## config.mk

```make
export PLATFORM = sky130hd
export DESIGN_NAME = spi_master_mode_flat
export DESIGN_NICKNAME = d
export VERILOG_FILES = /design/src/rtl/spi_master_mode_if.sv /design/src/rtl/spi_master_mode.sv /design/src/flat_wrapper.sv
export SDC_FILE = /design/constraint.sdc
export NUM_CORES = 1
export LEC_CHECK = 0
export BUFFER_PORTS_ARGS = -buffer_cell sky130_fd_sc_hd__buf_2
export CAP_MARGIN = 5
export CELL_PAD_IN_SITES_DETAIL_PLACEMENT = 0
export CELL_PAD_IN_SITES_GLOBAL_PLACEMENT = 2
export CORE_ASPECT_RATIO = 0.8
export CORE_MARGIN = 3
export CORE_UTILIZATION = 39
export DETAILED_ROUTE_END_ITERATION = 7
export HOLD_SLACK_MARGIN = 0.1
export PLACE_DENSITY_LB_ADDON = 0.1
export SLEW_MARGIN = 20
export SYNTH_ARGS = -nofsm -noshare
export SYNTH_HDL_FRONTEND = slang
export SYNTH_SLANG_ARGS = --single-unit
```

## constraint.sdc

```tcl
create_clock -name clk -period 2.8 [get_ports clk]
set_input_delay 0.28 -clock clk [delete_from_list [all_inputs] [get_ports clk]]
set_output_delay 0.28 -clock clk [all_outputs]
set_load 0.02 [all_outputs]
```

## src/rtl/spi_master_mode_if.sv

```systemverilog
// Bus bundle for spi_master_mode: host-side request/response plus SPI pins.
// With SPI_MASTER_LSB_FIRST_EN defined the bundle also carries lsb_first.
`default_nettype none

interface spi_master_mode_if #(
    parameter int DATA_WIDTH   = 8,
    parameter int DIV_WIDTH    = 8,
    parameter int NUM_CS       = 1,
    parameter int CS_SEL_WIDTH = 1
);
    logic                    start;
    logic [DATA_WIDTH-1:0]   data_in;
    logic                    cpol;
    logic                    cpha;
    logic [DIV_WIDTH-1:0]    clk_div;
    logic [CS_SEL_WIDTH-1:0] cs_sel;
    logic                    cs_keep;
    logic                    busy;
    logic                    done;
    logic [DATA_WIDTH-1:0]   data_out;
    logic                    spi_clk;
    logic                    spi_mosi;
    logic                    spi_miso;
    logic [NUM_CS-1:0]       spi_cs_n;
`ifdef SPI_MASTER_LSB_FIRST_EN
    logic                    lsb_first;

    modport master (
        input  start, data_in, cpol, cpha, clk_div, cs_sel, cs_keep, spi_miso, lsb_first,
        output busy, done, data_out, spi_clk, spi_mosi, spi_cs_n
    );
    modport slave (
        output start, data_in, cpol, cpha, clk_div, cs_sel, cs_keep, spi_miso, lsb_first,
        input  busy, done, data_out, spi_clk, spi_mosi, spi_cs_n
    );
`else
    modport master (
        input  start, data_in, cpol, cpha, clk_div, cs_sel, cs_keep, spi_miso,
        output busy, done, data_out, spi_clk, spi_mosi, spi_cs_n
    );
    modport slave (
        output start, data_in, cpol, cpha, clk_div, cs_sel, cs_keep, spi_miso,
        input  busy, done, data_out, spi_clk, spi_mosi, spi_cs_n
    );
`endif
endinterface

`default_nettype wire

```

## src/rtl/spi_master_mode.sv

```systemverilog
// spi_master_mode: SPI master, all four modes, runtime divider, multiple CS.
// Optional SPI_MASTER_LSB_FIRST_EN adds a per-word LSB-first bit order.
`default_nettype none

module spi_master_mode #(
    parameter int DATA_WIDTH   = 8,
    parameter int DIV_WIDTH    = 8,
    parameter int NUM_CS       = 1,
    parameter int CS_SEL_WIDTH = 1
) (
    input  logic              clk,
    input  logic              reset,
    spi_master_mode_if.master bus
);
    localparam int                ECW   = $clog2(2 * DATA_WIDTH + 1);
    localparam logic [ECW-1:0]    EDGES = ECW'(2 * DATA_WIDTH);

    typedef enum logic [1:0] {
        IDLE     = 2'd0,
        TRANSFER = 2'd1,
        DONE     = 2'd2
    } state_t;

    state_t                  state_q, state_d;
    logic                    busy_q, busy_d;
    logic                    done_q, done_d;
    logic [DATA_WIDTH-1:0]   data_out_q, data_out_d;
    logic                    sclk_q, sclk_d;
    logic                    mosi_q, mosi_d;
    logic [NUM_CS-1:0]       cs_n_q, cs_n_d;
    logic [DATA_WIDTH-1:0]   shreg_q, shreg_d;
    logic [DIV_WIDTH-1:0]    div_cnt_q, div_cnt_d;
    logic [ECW-1:0]          edge_cnt_q, edge_cnt_d;
    logic                    cpol_q, cpol_d;
    logic                    cpha_q, cpha_d;
    logic [DIV_WIDTH-1:0]    div_q, div_d;
    logic                    keep_q, keep_d;

    logic                    w_lsb_in;
    logic                    w_lsb;
    logic [NUM_CS-1:0]       w_cs_dec;
    logic                    w_leading;
    logic                    w_sample;
    logic                    w_drive;

`ifdef SPI_MASTER_LSB_FIRST_EN
    logic lsb_q, lsb_d;
    assign w_lsb_in = bus.lsb_first;
    assign w_lsb    = lsb_q;
`else
    assign w_lsb_in = 1'b0;
    assign w_lsb    = 1'b0;
`endif

    // An out-of-range select leaves every chip select deasserted.
    always_comb begin
        w_cs_dec = '1;
        for (int i = 0; i < NUM_CS; i++) begin
            if (32'(bus.cs_sel) == i) w_cs_dec[i] = 1'b0;
        end
    end

    // Edge number k = EDGES - edge_cnt_q + 1 is odd (leading) when edge_cnt_q is even.
    assign w_leading = ~edge_cnt_q[0];
    assign w_sample  = cpha_q ? ~w_leading : w_leading;
    assign w_drive   = cpha_q ? w_leading : (~w_leading && (edge_cnt_q != ECW'(1)));

    always_comb begin
        state_d    = state_q;
        busy_d     = busy_q;
        done_d     = done_q;
        data_out_d = data_out_q;
        sclk_d     = sclk_q;
        mosi_d     = mosi_q;
        cs_n_d     = cs_n_q;
        shreg_d    = shreg_q;
        div_cnt_d  = div_cnt_q;
        edge_cnt_d = edge_cnt_q;
        cpol_d     = cpol_q;
        cpha_d     = cpha_q;
        div_d      = div_q;
        keep_d     = keep_q;
`ifdef SPI_MASTER_LSB_FIRST_EN
        lsb_d      = lsb_q;
`endif
        case (state_q)
            IDLE: begin
                sclk_d = cpol_q;
                if (bus.start) begin
                    cpol_d     = bus.cpol;
                    cpha_d     = bus.cpha;
                    div_d      = bus.clk_div;
                    keep_d     = bus.cs_keep;
`ifdef SPI_MASTER_LSB_FIRST_EN
                    lsb_d      = bus.lsb_first;
`endif
                    busy_d     = 1'b1;
                    cs_n_d     = w_cs_dec;
                    sclk_d     = bus.cpol;
                    shreg_d    = bus.data_in;
                    if (!bus.cpha)
                        mosi_d = w_lsb_in ? bus.data_in[0] : bus.data_in[DATA_WIDTH-1];
                    div_cnt_d  = '0;
                    edge_cnt_d = EDGES;
                    state_d    = TRANSFER;
                end
            end
            TRANSFER: begin
                div_cnt_d = div_cnt_q + 1'b1;
                if (div_cnt_q == div_q) begin
                    div_cnt_d  = '0;
                    sclk_d     = ~sclk_q;
                    edge_cnt_d = edge_cnt_q - 1'b1;
                    if (w_drive)
                        mosi_d = w_lsb ? shreg_q[0] : shreg_q[DATA_WIDTH-1];
                    if (w_sample)
                        shreg_d = w_lsb ? {bus.spi_miso, shreg_q[DATA_WIDTH-1:1]}
                                        : {shreg_q[DATA_WIDTH-2:0], bus.spi_miso};
                    if (edge_cnt_q == ECW'(1)) begin
                        state_d    = DONE;
                        done_d     = 1'b1;
                        data_out_d = shreg_d;
                        if (!keep_q) cs_n_d = '1;
                    end
                end
            end
            DONE: begin
                done_d  = 1'b0;
                busy_d  = 1'b0;
                state_d = IDLE;
            end
            default: state_d = IDLE;
        endcase
    end

    always_ff @(posedge clk or negedge reset) begin
        if (!reset) begin
            state_q    <= IDLE;
            busy_q     <= 1'b0;
            done_q     <= 1'b0;
            data_out_q <= '0;
            sclk_q     <= 1'b0;
            mosi_q     <= 1'b0;
            cs_n_q     <= '1;
            shreg_q    <= '0;
            div_cnt_q  <= '0;
            edge_cnt_q <= '0;
            cpol_q     <= 1'b0;
            cpha_q     <= 1'b0;
            div_q      <= '0;
            keep_q     <= 1'b0;
`ifdef SPI_MASTER_LSB_FIRST_EN
            lsb_q      <= 1'b0;
`endif
        end else begin
            state_q    <= state_d;
            busy_q     <= busy_d;
            done_q     <= done_d;
            data_out_q <= data_out_d;
            sclk_q     <= sclk_d;
            mosi_q     <= mosi_d;
            cs_n_q     <= cs_n_d;
            shreg_q    <= shreg_d;
            div_cnt_q  <= div_cnt_d;
            edge_cnt_q <= edge_cnt_d;
            cpol_q     <= cpol_d;
            cpha_q     <= cpha_d;
            div_q      <= div_d;
            keep_q     <= keep_d;
`ifdef SPI_MASTER_LSB_FIRST_EN
            lsb_q      <= lsb_d;
`endif
        end
    end

    assign bus.busy     = busy_q;
    assign bus.done     = done_q;
    assign bus.data_out = data_out_q;
    assign bus.spi_clk  = sclk_q;
    assign bus.spi_mosi = mosi_q;
    assign bus.spi_cs_n = cs_n_q;

endmodule

`default_nettype wire

```

## src/flat_wrapper.sv

```systemverilog
// flat-port wrapper written by rule: the top's interface ports become plain ports
module spi_master_mode_flat 
#(
    parameter int DATA_WIDTH   = 8,
    parameter int DIV_WIDTH    = 8,
    parameter int NUM_CS       = 1,
    parameter int CS_SEL_WIDTH = 1
)
  (clk, reset, bus_start, bus_data_in, bus_cpol, bus_cpha, bus_clk_div, bus_cs_sel, bus_cs_keep, bus_spi_miso, bus_busy, bus_done, bus_data_out, bus_spi_clk, bus_spi_mosi, bus_spi_cs_n);
  spi_master_mode_if #(.DATA_WIDTH(DATA_WIDTH), .DIV_WIDTH(DIV_WIDTH), .NUM_CS(NUM_CS), .CS_SEL_WIDTH(CS_SEL_WIDTH)) bus_i ();
  input  logic clk;
  input  logic reset;
  input wire logic [$bits(bus_i.start)-1:0] bus_start;
  input wire logic [$bits(bus_i.data_in)-1:0] bus_data_in;
  input wire logic [$bits(bus_i.cpol)-1:0] bus_cpol;
  input wire logic [$bits(bus_i.cpha)-1:0] bus_cpha;
  input wire logic [$bits(bus_i.clk_div)-1:0] bus_clk_div;
  input wire logic [$bits(bus_i.cs_sel)-1:0] bus_cs_sel;
  input wire logic [$bits(bus_i.cs_keep)-1:0] bus_cs_keep;
  input wire logic [$bits(bus_i.spi_miso)-1:0] bus_spi_miso;
  output wire logic [$bits(bus_i.busy)-1:0] bus_busy;
  output wire logic [$bits(bus_i.done)-1:0] bus_done;
  output wire logic [$bits(bus_i.data_out)-1:0] bus_data_out;
  output wire logic [$bits(bus_i.spi_clk)-1:0] bus_spi_clk;
  output wire logic [$bits(bus_i.spi_mosi)-1:0] bus_spi_mosi;
  output wire logic [$bits(bus_i.spi_cs_n)-1:0] bus_spi_cs_n;
  assign bus_i.start = bus_start;
  assign bus_i.data_in = bus_data_in;
  assign bus_i.cpol = bus_cpol;
  assign bus_i.cpha = bus_cpha;
  assign bus_i.clk_div = bus_clk_div;
  assign bus_i.cs_sel = bus_cs_sel;
  assign bus_i.cs_keep = bus_cs_keep;
  assign bus_i.spi_miso = bus_spi_miso;
  assign bus_busy = bus_i.busy;
  assign bus_done = bus_i.done;
  assign bus_data_out = bus_i.data_out;
  assign bus_spi_clk = bus_i.spi_clk;
  assign bus_spi_mosi = bus_i.spi_mosi;
  assign bus_spi_cs_n = bus_i.spi_cs_n;
  spi_master_mode #(.DATA_WIDTH(DATA_WIDTH), .DIV_WIDTH(DIV_WIDTH), .NUM_CS(NUM_CS), .CS_SEL_WIDTH(CS_SEL_WIDTH)) u_core (.clk(clk), .reset(reset), .bus(bus_i));
endmodule
```

==> results of run 1 <==
power by group through the flow:
stage          Combinational [mW]  Sequential, mW  Clock [mW]
3_5_place_dp                0.751            1.02           0
2_1_floorplan               0.589           0.983           0
3_3_place_gp                0.739            1.02           0
6_report                    0.754            1.01       0.520
5_1_grt                     0.843            1.04       0.573
4_1_cts                     0.755            1.01       0.536
worst max-delay path: cells and delay by family, from the launching register on:
family / cells / cell delay, ns
adder cells (fa/ha/maj): 1 / 0.21
buffers and inverters: 1 / 0.23
flip-flops: 1 / 0.57
multiplexers: 1 / 0.35
AND/OR/NAND/NOR: 3 / 0.69
through the flow:
stage,power (mW),instances,hold slack [ns],setup slack [ns]
floorplan,1.57,242,-0.0156,0.874
global placement,1.76,353,0.321,0.739
detailed placement,1.78,353,0.320,0.682
CTS,2.30,362,0.156,0.650
global route,2.46,362,0.136,0.437
finish,2.29,362,0.160,0.642
flip-flops by register name (all words and copies together) (netlist names), 2 cells and up:
signal and count:
u_core.bus.data_out 8, u_core.div_cnt_q 8, u_core.div_q 8, u_core.shreg_q 8
u_core.edge_cnt_q 5, u_core.state_q 2
final cells by class:
cell class | count | area [um2]
clock buffer | 6 | 82.6
clock inverter | 2 | 35.0
fill | 619 | 3150
inverter | 4 | 15.0
multi-input combinational | 178 | 1230
sequential | 47 | 1180
tap | 81 | 101
timing repair buffer | 44 | 243
logic make-up (layout without fill, tap and decap cells):
kind of cell	count (synthesis)	count (layout)	share of synthesized area
buf+inv	17	56	0.0317
mux	20	20	0.0891
compound gates	52	52	0.160
fa+ha+maj	3	3	0.0151
xor+xnor	11	11	0.0463
flops	47	47	0.474
simple gates	92	92	0.184
placed cells by master, fill, tap and decap left out, types with 5 or more instances in the layout:
cell type	Yosys	layout
clkbuf_8	0	6
a21oi_1	5	5
dfrtp_1	46	46
mux2_2	17	17
buf_2	3	36
buf_4	1	7
a32oi_1	8	8
xnor2_1	8	8
o22ai_1	9	9
nor2_1	16	16
nand2_1	46	46
path summary, 6_finish.rpt:
path | startpoint | endpoint | slack [ns]
max | u_core.edge_cnt_q[0]$_DFFE_PN0P_ | u_core.bus.data_out[0]$_DFFE_PN0P_ | 0.64
min | bus_clk_div[0] | u_core.div_q[0]$_DFFE_PN0P_ | 0.16
max reg2reg | u_core.edge_cnt_q[0]$_DFFE_PN0P_ | u_core.bus.data_out[0]$_DFFE_PN0P_ | 0.64
min reg2reg | u_core.cpol_q$_DFFE_PN0N_ | u_core.cpol_q$_DFFE_PN0N_ | 0.49
max in group asynchronous | reset | u_core.bus.spi_cs_n$_DFFE_PN1P_ | 1.51
min in group asynchronous | reset | u_core.div_cnt_q[5]$_DFFE_PN0P_ | 0.51
repair_timing:
action / 4_1_cts / 5_1_grt
hold buffers: 1 / 0
setup buffers: 0 / 0
endpoints found under the hold margin: 24 / 0
gates resized for setup: 0 / 0
routing by layer:
metal | share of wire | wire, um | vias to the layer above | GRT usage
met2 | 0.39 | 2350 | 46 | 0.222
met5 | 0 | 0 | - | 0
met3 | 0.056 | 336 | 4 | 0.0388
met4 | 0.0080 | 48 | 0 | 0.0432
met1 | 0.54 | 3280 | 957 | 0.293
li1 | - | - | 967 | -
==> results.sh, run 1 <==
export IMPL_status="complete, no violations"
export IMPL_vdd_drop_max_mv=0.259
export IMPL_fp_dieH_um=77.4
export IMPL_pin_count=37
export IMPL_synth_top_area_frac=0.463
export IMPL_antenna_found_initial=0
export IMPL_grt_max_degree=26
export IMPL_holdCritPathClass="in -> reg"
export IMPL_ant_nets=0
export IMPL_holdPathStages=3
export IMPL_synthCells=242
export IMPL_syn_num_nets=269
export IMPL_combPwrFrac=0.330
export IMPL_finalCritPeriodShare=0.771
export IMPL_vias_per_cell=5.45
export IMPL_grt_pass1_wl_um=10100
export IMPL_root_buffer="clkbuf_8"
export IMPL_syn_area_um2=2480
export IMPL_ys_ff_latch=47
export IMPL_fin_crit_ns=2.16
export IMPL_fmax_mhz=463
export IMPL_switching_share=0.350
export IMPL_grt_usage=0.176
export IMPL_antenna_cells=0
export IMPL_grt_setup_unrepaired="false"
export IMPL_cts_sinks=47
export IMPL_r2r_cells=6
export IMPL_ys_warn_count=0
export IMPL_syn_to_final_growth_pct=16.2
export IMPL_required_ns=2.98
export IMPL_wire_per_inst_um=16.6
export IMPL_synth_top_area_cell="dfrtp_1"
export IMPL_synth_async_reset_ratio=1.00
export IMPL_synth_cell_types=52
export IMPL_initial_core_util=0.412
export IMPL_gp_congestion=0.738
export IMPL_nets=307
export IMPL_worstSkewPairLatency_ns=0.30
export IMPL_drcViolationCount=0
export IMPL_p_int_mw=1.49
export IMPL_clkPwrFrac=0.227
export IMPL_hpwl_um=4260
export IMPL_critPathKind="reg -> reg"
export IMPL_cp_max_fo=11
export IMPL_synth_edf_count=0
export IMPL_numCtsBuffers=5
export IMPL_core_area_um2=6040
export IMPL_path_clk_slew_ns=0.09
export IMPL_skew_ns=0.0100
export IMPL_grt_ovfl_total=0
export IMPL_slowest_stage="dfrtp_1"
export IMPL_drv_slew=0
export IMPL_powerDensity_nw_per_um2=792
export IMPL_crit_chain="ha_1, nor4b_1, nand2_1, nor3_2, buf_4, mux2_2"
export IMPL_fin_setup_tns_ns=0
export IMPL_drv_cap=0
export IMPL_grt_pass1_vias=1862
export IMPL_slowest_delay_ns=0.57
export IMPL_h_tree_depth=2
export IMPL_drive_above_1_share=0.263
export IMPL_routed_wl_um=6010
export IMPL_stdcell_area_um2=2890
export IMPL_end_kind="flop"
export IMPL_total_leakage_power_nw=1.32
export IMPL_vias=1974
export IMPL_syn_area_per_cell_um2=10.3
export IMPL_seq_power_share=0.443
export IMPL_dieArea_um2=7370
export IMPL_worstMarginPinSlew_ns=0.688
export IMPL_yosys_top_cells_area="dfrtp_1 (46%), mux2_2 (7.7%), nand2_1 (6.9%)"
export IMPL_yosysSeqAreaShare=0.474
export IMPL_yosys_top_cells_count="dfrtp_1 (46), nand2_1 (46), mux2_2 (17), nor2_1 (16), o22ai_1 (9)"
export IMPL_hold_viol_final=0
export IMPL_clockBufferDepth=2
export IMPL_drt_pass1_iterations=4
export IMPL_placementRows=25
export IMPL_cts_tree="yes"
export IMPL_cp_start_kind="flop"
export IMPL_first_iter_violations=96
export IMPL_synth_flop_cell="dfrtp_1"
export IMPL_dpl_cell_area_um2=2760
export IMPL_dieWidth_um=95.2
export IMPL_p_switching_mw=0.801
export IMPL_slew_headroom=0.538
export IMPL_utilization=0.478
export IMPL_cp_arrival_ns=2.34
export IMPL_placement_io_buffers=36
export IMPL_setup_viol=0
No activity file was read; power rests on OpenSTA's default activity.
==> inputs of run 2 (changes only) <==
--- a/config.mk
+++ b/config.mk
@@ -5,13 +5,14 @@
 export SDC_FILE = /design/constraint.sdc
 export NUM_CORES = 1
 export LEC_CHECK = 0
+export ABC_AREA = 1
 export BUFFER_PORTS_ARGS = -buffer_cell sky130_fd_sc_hd__buf_2
 export CAP_MARGIN = 5
 export CELL_PAD_IN_SITES_DETAIL_PLACEMENT = 0
 export CELL_PAD_IN_SITES_GLOBAL_PLACEMENT = 2
 export CORE_ASPECT_RATIO = 0.8
 export CORE_MARGIN = 3
-export CORE_UTILIZATION = 39
+export CORE_UTILIZATION = 30
 export DETAILED_ROUTE_END_ITERATION = 7
 export HOLD_SLACK_MARGIN = 0.1
 export PLACE_DENSITY_LB_ADDON = 0.1
==> constraint.sdc (replaced) <==
create_clock -name clk -period 1.8 [get_ports clk]
set_input_delay 0.18 -clock clk [delete_from_list [all_inputs] [get_ports clk]]
set_output_delay 0.18 -clock clk [all_outputs]
set_load 0.02 [all_outputs]
==> run 2 against run 1 <==
  * Clock-buffer cell count is the same
  * Highest routed layer unchanged
  * Wire length shrank 7.8%
  * Hold slack worse by 0.033 ns
==> results.sh, run 2 <==
export IMPL_stdcell_count=469
export IMPL_cp_arrival_ns=1.79
export IMPL_drv_slew=0
export IMPL_core_area_um2=7640
export IMPL_numCtsBuffers=5
export IMPL_crit_chain="ha_1, nand3_1, nor2_1, nand3_1, clkinv_1, nand2_1, nand2_1"
export IMPL_cts_setup_buffers=0
export IMPL_vias_per_cell=4.16
export IMPL_clkPwrFrac=0.231
export IMPL_grt_setup_unrepaired="false"
export IMPL_finalCritPeriodShare=0.889
export IMPL_fmax_mhz=625
export IMPL_p_int_mw=1.88
export IMPL_syn_num_nets=332
export IMPL_syn_area_um2=2440
export IMPL_ys_warn_count=0
export IMPL_switching_share=0.337
export IMPL_grt_pass1_wl_um=9440
export IMPL_fin_setup_tns_ns=0
export IMPL_setup_viol=0
export IMPL_holdCritPathClass="in -> reg"
export IMPL_yosys_top_cells_count="nand2_1 (127), dfrtp_1 (46), inv_1 (27), o21ai_0 (23), nor2_1 (10)"
export IMPL_status="complete, no violations"
export IMPL_first_iter_violations=54
export IMPL_critPathKind="reg -> reg"
export IMPL_worstSkewPairLatency_ns=0.30
export IMPL_h_tree_depth=2
export IMPL_pin_count=37
export IMPL_drcViolationCount=0
export IMPL_required_ns=1.99
export IMPL_cts_sinks=47
export IMPL_slowest_delay_ns=0.43
export IMPL_fin_crit_ns=1.60
export IMPL_routed_wl_um=5540
export IMPL_cp_start_kind="flop"
export IMPL_seq_power_share=0.485
export IMPL_dieWidth_um=107
export IMPL_placementRows=28
export IMPL_syn_to_final_growth_pct=22.5
export IMPL_wire_per_inst_um=11.8
export IMPL_powerDensity_nw_per_um2=946
export IMPL_syn_area_per_cell_um2=8.02
export IMPL_synthCells=305
export IMPL_antenna_cells=0
export IMPL_layout_commonest_cell="nand2_1"
export IMPL_hpwl_um=4120
export IMPL_clockBufferDepth=2
export IMPL_path_clk_slew_ns=0.09
export IMPL_vdd_drop_max_mv=0.302
export IMPL_nFillCells=843
export IMPL_total_leakage_power_nw=1.52
export IMPL_synth_flop_cell="dfrtp_1"
export IMPL_end_kind="flop"
export IMPL_grt_usage=0.131
export IMPL_vias=1950
export IMPL_gp_congestion=0.772
export IMPL_combPwrFrac=0.285
export IMPL_hold_viol_final=0
export IMPL_cts_tree="yes"
export IMPL_drv_cap=0
export IMPL_placement_io_buffers=36
export IMPL_antenna_found_initial=0
export IMPL_worst_path_dominant_cell_family="simple AND/OR/NAND/NOR gates"
export IMPL_drive_above_1_share=0.220
export IMPL_drt_pass1_iterations=4
export IMPL_slew_headroom=0.778
export IMPL_layout_common_cells="nand2_1 (127), dfrtp_1 (46), buf_2 (36)"
export IMPL_synth_top_area_cell="dfrtp_1"
export IMPL_skew_ns=0.00486
export IMPL_nets=391
export IMPL_worstMarginPinSlew_ns=0.329
export IMPL_ys_ff_latch=47
export IMPL_total_power_mw=2.83
export IMPL_dieArea_um2=9280
export IMPL_cp_max_fo=8
export IMPL_p_switching_mw=0.954
export IMPL_yosysSeqAreaShare=0.482
export IMPL_initial_core_util=0.320
export IMPL_grt_pass1_vias=1848
export IMPL_ant_nets=0
export IMPL_synth_most_common_cell="nand2_1"
export IMPL_synth_cell_types=31
export IMPL_fp_dieH_um=86.7
export IMPL_synth_edf_count=0
export IMPL_dp_cells=452
export IMPL_grt_max_degree=48
export IMPL_synth_top_area_frac=0.471
export IMPL_root_buffer="clkbuf_8"
export IMPL_yosys_top_cells_area="dfrtp_1 (47%), nand2_1 (19%), o21ai_0 (4.7%)"
export IMPL_grt_ovfl_total=0
export IMPL_synth_async_reset_ratio=1.00
export IMPL_slowest_stage="dfrtp_1"
export IMPL_critPathBufInv=1
==> run 2: changes by cell type after synthesis, moves of 5 or more <==
cell / delta
nand2_1: +81
inv_1: +23
o21ai_0: +23
mux2_2: -17
a32oi_1: -8
clkbuf_1: -7
inv_2: +6
nand3_1: +6
nor2_1: -6
o21ai_2: +6
xor2_1: +5
==> run 2: final timing paths <==
kind / from / depth (start not counted) / to / slack (ns)
worst min register to register: u_core.keep_q$_DFFE_PN0P_ / 2 / u_core.keep_q$_DFFE_PN0P_ / 0.47
worst max-delay path: u_core.edge_cnt_q[0]$_DFFE_PN0P_ / 7 / u_core.bus.data_out[5]$_DFFE_PN0P_ / 0.20
min in group asynchronous: reset / 3 / u_core.div_q[7]$_DFFE_PN0P_ / 0.41
max in group asynchronous: reset / 3 / u_core.bus.spi_cs_n$_DFFE_PN1P_ / 1.11
worst min-delay path: bus_cpha / 3 / u_core.cpha_q$_DFFE_PN0P_ / 0.13
worst max register to register: u_core.edge_cnt_q[0]$_DFFE_PN0P_ / 7 / u_core.bus.data_out[5]$_DFFE_PN0P_ / 0.20
==> run 2: cells by family after synthesis <==
| group | count (synthesis) | share of synthesized area |
|---|---|---|
| simple gates | 157 | 0.272 |
| buf+inv | 42 | 0.0793 |
| flops | 47 | 0.482 |
| compound gates | 43 | 0.102 |
| xor+xnor | 12 | 0.0461 |
| mux | 1 | 0.00409 |
| fa+ha+maj | 3 | 0.0154 |
==> run 2: cell type report <==
cell class,count,area (um2),share of cell area
clock buffers,6,82.6,0.0276
inverters,34,128,0.0426
multi-input cells,216,1070,0.358
repair buffers,60,398,0.133
flip-flops and latches,47,1180,0.393
well taps,105,131,0.0439
clock inverters,1,5.00,0.00167
==> run 2: power groups by stage <==
stage	Combinational [mW]	Clock, mW	Sequential (mW)
floorplan	0.599	0	1.37
global placement	0.813	0	1.39
detailed placement	0.798	0	1.40
CTS	0.822	0.688	1.37
global route	0.944	0.741	1.41
finish	0.807	0.653	1.37
==> run 2: routing by layer <==
layer,global-route usage,vias to the layer above,part of all wire
met5,0,-,0
met1,0.221,843,0.61
li1,-,1070,-
met3,0.0283,5,0.039
met2,0.161,32,0.34
met4,0.0348,0,0.0087
==> run 2: stage by stage <==
stage | util | worst slack, ns | area, um2 | hold slack [ns]
2_1_floorplan | - | 0.464 | 2440 | -0.116
3_3_place_gp | 0.368 | 0.162 | 2810 | 0.191
3_5_place_dp | 0.368 | 0.172 | 2810 | 0.191
4_1_cts | 0.392 | 0.166 | 3000 | 0.125
5_1_grt | 0.392 | 0.0336 | 3000 | 0.142
6_report | 0.392 | 0.200 | 3000 | 0.127
==> run 2: repair_timing <==
action,4_1_cts,5_1_grt
gates resized for setup,0,0
hold buffers,10,0
hold endpoints to repair,55,0
endpoints found under the setup margin,0,0
==> run 2: worst min-delay path, stage by stage <==
cell and delay (ns):
buf_2 0.11, nand2_1 0.05, o21ai_0 0.05
